<file path="config.mk">
export PLATFORM = sky130hd
export DESIGN_NAME = sram_port_arbiter
export DESIGN_NICKNAME = d
export VERILOG_FILES = /design/src/rtl/sram_arb_pkg.sv /design/src/rtl/sram_rr_picker.sv /design/src/rtl/sram_port_arbiter.sv
export SDC_FILE = /design/constraint.sdc
export NUM_CORES = 1
export LEC_CHECK = 0
export BUFFER_PORTS_ARGS = -buffer_cell sky130_fd_sc_hd__buf_2
export CAP_MARGIN = 20
export CORE_AREA = 5 5 149 151
export DETAILED_ROUTE_END_ITERATION = 10
export DIE_AREA = 0 0 154 156
export GPL_TIMING_DRIVEN = 1
export PLACE_DENSITY_LB_ADDON = 0.25
export SKIP_LAST_GASP = 1
export SYNTH_ARGS = -nofsm -noshare
export SYNTH_HDL_FRONTEND = slang
export SYNTH_HIERARCHICAL = 1
export SYNTH_SLANG_ARGS = --single-unit
</file>
<file path="constraint.sdc">
create_clock -name clk_i -period 2.43 [get_ports clk_i]
set_input_delay 0.243 -clock clk_i [delete_from_list [all_inputs] [get_ports clk_i]]
set_output_delay 0.243 -clock clk_i [all_outputs]
set_load 0.02 [all_outputs]
</file>
<file path="src/rtl/sram_arb_pkg.sv">
// Shared types and width helpers for the SRAM port arbiter.
// Response metadata carries a fixed-width port index so one struct serves any NUM_PORTS <= 256.
package sram_arb_pkg;

   localparam int unsigned PORT_IDX_W = 8;

   typedef struct packed {
      logic                  valid;
      logic [PORT_IDX_W-1:0] port;
      logic                  is_read;
   } resp_meta_t;

   function automatic int unsigned clog2_min1(input int unsigned n);
      return (n <= 1) ? 1 : $clog2(n);
   endfunction

   function automatic int unsigned byte_w(input int unsigned dw);
      return (dw + 7) / 8;
   endfunction

endpackage

</file>
<file path="src/rtl/sram_rr_picker.sv">
// Combinational round-robin picker: rotate requests by the pointer, take the lowest set bit,
// rotate the index back. Produces a one-hot grant plus the binary winner index.
module sram_rr_picker #(
   parameter int unsigned N  = 2,
   parameter int unsigned IW = 1
) (
   input  logic [N-1:0]  i_req,
   input  logic [IW-1:0] i_ptr,
   output logic [N-1:0]  o_gnt,
   output logic [IW-1:0] o_idx,
   output logic          o_valid
);

   logic [N-1:0] w_rot;
   int           w_first;
   int           w_k;

   always_comb begin
      w_rot   = '0;
      w_first = 0;
      w_k     = 0;
      o_gnt   = '0;
      o_valid = |i_req;
      for (int j = 0; j < int'(N); j++) begin
         w_k = j + int'(i_ptr);
         if (w_k >= int'(N)) w_k = w_k - int'(N);
         w_rot[j] = i_req[IW'(w_k)];
      end
      for (int i = int'(N) - 1; i >= 0; i--) begin
         if (w_rot[i]) w_first = i;
      end
      w_k = w_first + int'(i_ptr);
      if (w_k >= int'(N)) w_k = w_k - int'(N);
      o_idx = IW'(w_k);
      if (o_valid) o_gnt[o_idx] = 1'b1;
   end

endmodule

</file>
<file path="src/rtl/sram_port_arbiter.sv">
// Round-robin arbiter sharing one 1-cycle-latency SRAM between NUM_PORTS requesters.
// Define SRAM_ARB_OUT_REG_EN to register the response outputs (2-cycle response latency).
module sram_port_arbiter
   import sram_arb_pkg::*;
#(
   parameter int unsigned NUM_PORTS  = 2,
   parameter int unsigned DATA_WIDTH = 64,
   parameter int unsigned USER_WIDTH = 1,
   parameter int unsigned NUM_WORDS  = 1024,
   localparam int unsigned AW = clog2_min1(NUM_WORDS),
   localparam int unsigned BW = byte_w(DATA_WIDTH),
   localparam int unsigned IW = clog2_min1(NUM_PORTS)
) (
   input  logic                             clk_i,
   input  logic                             rst_ni,
   input  logic [NUM_PORTS-1:0]             req_i,
   input  logic [NUM_PORTS-1:0]             we_i,
   input  logic [NUM_PORTS*AW-1:0]          addr_i,
   input  logic [NUM_PORTS*DATA_WIDTH-1:0]  wdata_i,
   input  logic [NUM_PORTS*USER_WIDTH-1:0]  wuser_i,
   input  logic [NUM_PORTS*BW-1:0]          be_i,
   output logic [NUM_PORTS-1:0]             gnt_o,
   output logic [NUM_PORTS-1:0]             rvalid_o,
   output logic [DATA_WIDTH-1:0]            rdata_o,
   output logic [USER_WIDTH-1:0]            ruser_o,
   output logic                             sram_req_o,
   output logic                             sram_we_o,
   output logic [AW-1:0]                    sram_addr_o,
   output logic [DATA_WIDTH-1:0]            sram_wdata_o,
   output logic [USER_WIDTH-1:0]            sram_wuser_o,
   output logic [BW-1:0]                    sram_be_o,
   input  logic [DATA_WIDTH-1:0]            sram_rdata_i,
   input  logic [USER_WIDTH-1:0]            sram_ruser_i
);

   logic [NUM_PORTS-1:0] w_req;
   logic [NUM_PORTS-1:0] w_gnt;
   logic [IW-1:0]        w_idx;
   logic                 w_any;
   logic [IW-1:0]        r_rr_q;
   resp_meta_t           w_resp_d;
   resp_meta_t           r_resp_q;
   resp_meta_t           w_resp_out;

   // Requests are masked while in reset so grants and SRAM strobes stay low.
   assign w_req = rst_ni ? req_i : '0;

   sram_rr_picker #(
      .N  (NUM_PORTS),
      .IW (IW)
   ) u_picker (
      .i_req   (w_req),
      .i_ptr   (r_rr_q),
      .o_gnt   (w_gnt),
      .o_idx   (w_idx),
      .o_valid (w_any)
   );

   assign gnt_o      = w_gnt;
   assign sram_req_o = w_any;

   always_comb begin
      sram_we_o    = 1'b0;
      sram_addr_o  = '0;
      sram_wdata_o = '0;
      sram_wuser_o = '0;
      sram_be_o    = '0;
      for (int i = 0; i < int'(NUM_PORTS); i++) begin
         if (w_any && (w_idx == IW'(i))) begin
            sram_we_o    = we_i[i];
            sram_addr_o  = addr_i[i*AW +: AW];
            sram_wdata_o = wdata_i[i*DATA_WIDTH +: DATA_WIDTH];
            sram_wuser_o = wuser_i[i*USER_WIDTH +: USER_WIDTH];
            sram_be_o    = be_i[i*BW +: BW];
         end
      end
   end

   always_ff @(posedge clk_i or negedge rst_ni) begin
      if (!rst_ni) begin
         r_rr_q <= '0;
      end else if (w_any) begin
         r_rr_q <= (w_idx == IW'(NUM_PORTS - 1)) ? '0 : w_idx + 1'b1;
      end
   end

   always_comb begin
      w_resp_d.valid   = w_any;
      w_resp_d.port    = PORT_IDX_W'(w_idx);
      w_resp_d.is_read = ~sram_we_o;
   end

   always_ff @(posedge clk_i or negedge rst_ni) begin
      if (!rst_ni) begin
         r_resp_q <= '0;
      end else begin
         r_resp_q <= w_resp_d;
      end
   end

`ifdef SRAM_ARB_OUT_REG_EN
   resp_meta_t            r_resp2_q;
   logic [DATA_WIDTH-1:0] r_rdata_q;
   logic [USER_WIDTH-1:0] r_ruser_q;

   always_ff @(posedge clk_i or negedge rst_ni) begin
      if (!rst_ni) begin
         r_resp2_q <= '0;
         r_rdata_q <= '0;
         r_ruser_q <= '0;
      end else begin
         r_resp2_q <= r_resp_q;
         r_rdata_q <= (r_resp_q.valid && r_resp_q.is_read) ? sram_rdata_i : '0;
         r_ruser_q <= (r_resp_q.valid && r_resp_q.is_read) ? sram_ruser_i : '0;
      end
   end

   assign w_resp_out = r_resp2_q;
   assign rdata_o    = r_rdata_q;
   assign ruser_o    = r_ruser_q;
`else
   assign w_resp_out = r_resp_q;
   assign rdata_o    = (r_resp_q.valid && r_resp_q.is_read) ? sram_rdata_i : '0;
   assign ruser_o    = (r_resp_q.valid && r_resp_q.is_read) ? sram_ruser_i : '0;
`endif

   always_comb begin
      rvalid_o = '0;
      for (int i = 0; i < int'(NUM_PORTS); i++) begin
         if (w_resp_out.valid && (w_resp_out.port == PORT_IDX_W'(i))) rvalid_o[i] = 1'b1;
      end
   end

endmodule
</file>
==> out/qor.yml <==
synth:
  synth_fp_nets: 518
  yosysWarnings: 6
  synth_seq_area_share: 0.0467
  synth_common_cells: "mux2i_1, nor2b_1, and3_1"
  syn_inst: 281
  ys.flop_type: "dfrtp_1"
  yosys.area.top_type: "mux2i_1"
  syn-cell-area_um2: 2140
  synth_area_leaders: "mux2i_1, nor2b_1, and3_1"
  async_flop_share: 1.00
  synth_edf_count: 0
  ys_types: 16
  synth.top_cell.area_share: 0.392
  syn_area_per_cell_um2: 7.63
  synth.ff_latch_count: 4
pwr:
  power_leakage_nw: 2.90
  p_int_mw: 1.33
  irDropWorstVdd_mv: 0.244
  power_frac_seq: 0.074
  power_frac_comb: 0.828
  power_density_nw_per_um2: 613
  p_sw_frac: 0.510
  switching_power_mw: 1.39
  p_clk_frac: 0.098
clocking:
  htree_levels: 1
  post_cts_resized: 0
  ctsLongestPathBuffers: 2
  cts_sinks: 4
  cts_tree: "done"
  path_clk_slew_ns: 0.03
  clk_latency_ns: 0.23
  cts_buffers: 3
  cts_root_buf: "clkbuf_16"
  cts_setup_buffers: 0
floorplan:
  io_pins: 391
  start_util: 0.104
  die_h_um: 156
  placementRows: 53
  die_area_um2: 24000
  core_area_um2: 20700
  die_w_um: 154
layout:
  fin_area_um2: 4430
  multi_input_area_um2: 1840
  nets: 890
  syn_to_final_growth_pct: 107
  antenna_cells: 0
  drive_gt1_frac: 0.624
  regArea_um2: 104
  n_fill_cell: 2362
sta:
  worst_pin_slew_ns: 0.678
  slew_headroom: 0.548
  setup_ws_ns: 0.457
  setup-tns-final_ns: 0
  grt_setup_unrepaired: "false"
  final-hold-violation-count: 0
  setup_viol: 0
  fin_crit_sh: 0.812
  fin_crit_ns: 1.97
  slew_violations: 0
  fmax_mhz: 507
  skew_ns: 0.00356
route:
  first_iter_violations: 127
  ant_nets: 0
  wl_um: 13200
  drc_errors: 0
  via_per_inst: 3.67
  detail_route.wl_per_cell_um: 14.3
  first_pass_iters: 4
  vias: 3398
critical_path:
  worstSetupStartpointType: "flip-flop"
  crit_path_cell_trace: "buf_4 > mux2i_1 > nor2b_1 > buf_2"
  critPathKind: "reg2out"
  critical_path_required_ns: 2.19
  end_kind: "output port"
  slowest_delay_ns: 0.67
  cp_max_fo: 23
  cp_slowest_cell: "dfrtp_4"
  arrival_ns: 1.73
grt:
  gr-usage-all-layers: 0.0973
  grt_pass1_vias: 3558
  gr-total-overflow: 0
  antenna_found_initial: 1
  grt_pass1_wl_um: 18900
  grt_max_degree: 66
job:
  cap_violations: 0
min_path:
  hp-class: "in2reg"
placement:
  port_buffers: 390
  dpl-instance-area_um2: 4340
  hpwl_um: 11700
  pre_cts_slack_ns: 0.343
  gp_congestion: 0.829
outcome:
  outcome: "complete, no violations"
## path summary, 6_finish.rpt
path	startpoint	end	slack, ns	depth (start not counted)
setup / recovery	r_rr_q$_DFFE_PN0P_	sram_be_o[7]	0.46	4
hold / removal	we_i[0]	r_resp_q[0]$_DFF_PN0_	0.36	3
setup reg to reg	r_rr_q$_DFFE_PN0P_	r_rr_q$_DFFE_PN0P_	1.18	3
hold reg to reg	r_rr_q$_DFFE_PN0P_	r_resp_q[1]$_DFF_PN0_	0.76	0
max in group asynchronous	rst_ni	r_rr_q$_DFFE_PN0P_	1.82	2
min in group asynchronous	rst_ni	r_rr_q$_DFFE_PN0P_	0.42	2
## cell type report
type | count | share of cell area
inverter | 1 | 0.000847
clock buffer | 4 | 0.0178
multi-input combinational | 242 | 0.415
sequential | 4 | 0.0234
tap | 275 | 0.0776
timing repair buffer | 401 | 0.465
## metal layers
metal,GRT usage,routed length [um],vias up
met5,0,0,-
met4,0.00378,22,0
met3,0.0327,1400,6
met2,0.208,7500,233
met1,0.0931,4310,1449
li1,-,-,1710
## repair_timing
action | 4_1_cts | 5_1_grt
hold buffers | 1 | 0
setup endpoints to repair | 0 | 0
hold endpoints to repair | 4 | 0
## worst max-delay path, delay by kind of cell, from the launching register on
kind                   cells  cell delay, ns
muxes                      1            0.30
buffers and inverters      2            0.44
DFF                        1            0.67
and+or+nand+nor            1            0.07
## state kept, by name (all words and copies together), names as in the netlist
signal	count
r_rr_q	1
r_resp_q	3
## through the flow
| stage | total power [mW] | hold WS (ns) | utilization | cells |
|---|---|---|---|---|
| 6_report | 2.72 | 0.363 | 0.214 | 927 |
| 4_1_cts | 2.78 | 0.382 | 0.214 | 927 |
| 3_5_place_dp | 2.50 | 0.0675 | 0.210 | 922 |
| 5_1_grt | 2.94 | 0.382 | 0.214 | 927 |
| 3_3_place_gp | 2.53 | 0.0616 | 0.210 | 922 |
| 2_1_floorplan | 1.82 | -0.0526 | - | 281 |
## power groups by stage
stage                     Clock (mW)  Combinational [mW]  Sequential [mW]
after floorplan                    0                1.72           0.0995
after global placement             0                2.32            0.209
after detailed placement           0                2.30            0.208
after CTS                      0.271                2.30            0.207
after global routing           0.276                2.45            0.215
final                          0.265                2.25            0.202
## cell families (layout without fill, tap and decap cells)
family / Yosys count / after routing / synth area share
buf+inv: 35 / 406 / 0.0951
compound gates: 2 / 2 / 0.00817
mux: 85 / 85 / 0.399
flops: 4 / 4 / 0.0467
simple gates: 155 / 155 / 0.451
## cell usage in the layout (no fill, tap or decap)
| cell | n |
|---|---|
| clkbuf_16 | 3 |
| buf_4 | 8 |
| nand2_1 | 1 |
| dfrtp_4 | 1 |
| buf_2 | 390 |
| o21a_1 | 1 |
| and3_1 | 65 |
| mux2i_1 | 84 |
| dfrtp_1 | 3 |
| buf_12 | 2 |
| nor2b_1 | 84 |
| mux2_4 | 1 |
| inv_1 | 1 |
| clkbuf_1 | 1 |
| dlygate4sd3_1 | 1 |
| or2_2 | 1 |
| and2_1 | 4 |
| o21ba_2 | 1 |
No activity file was read; power rests on OpenSTA's default activity.
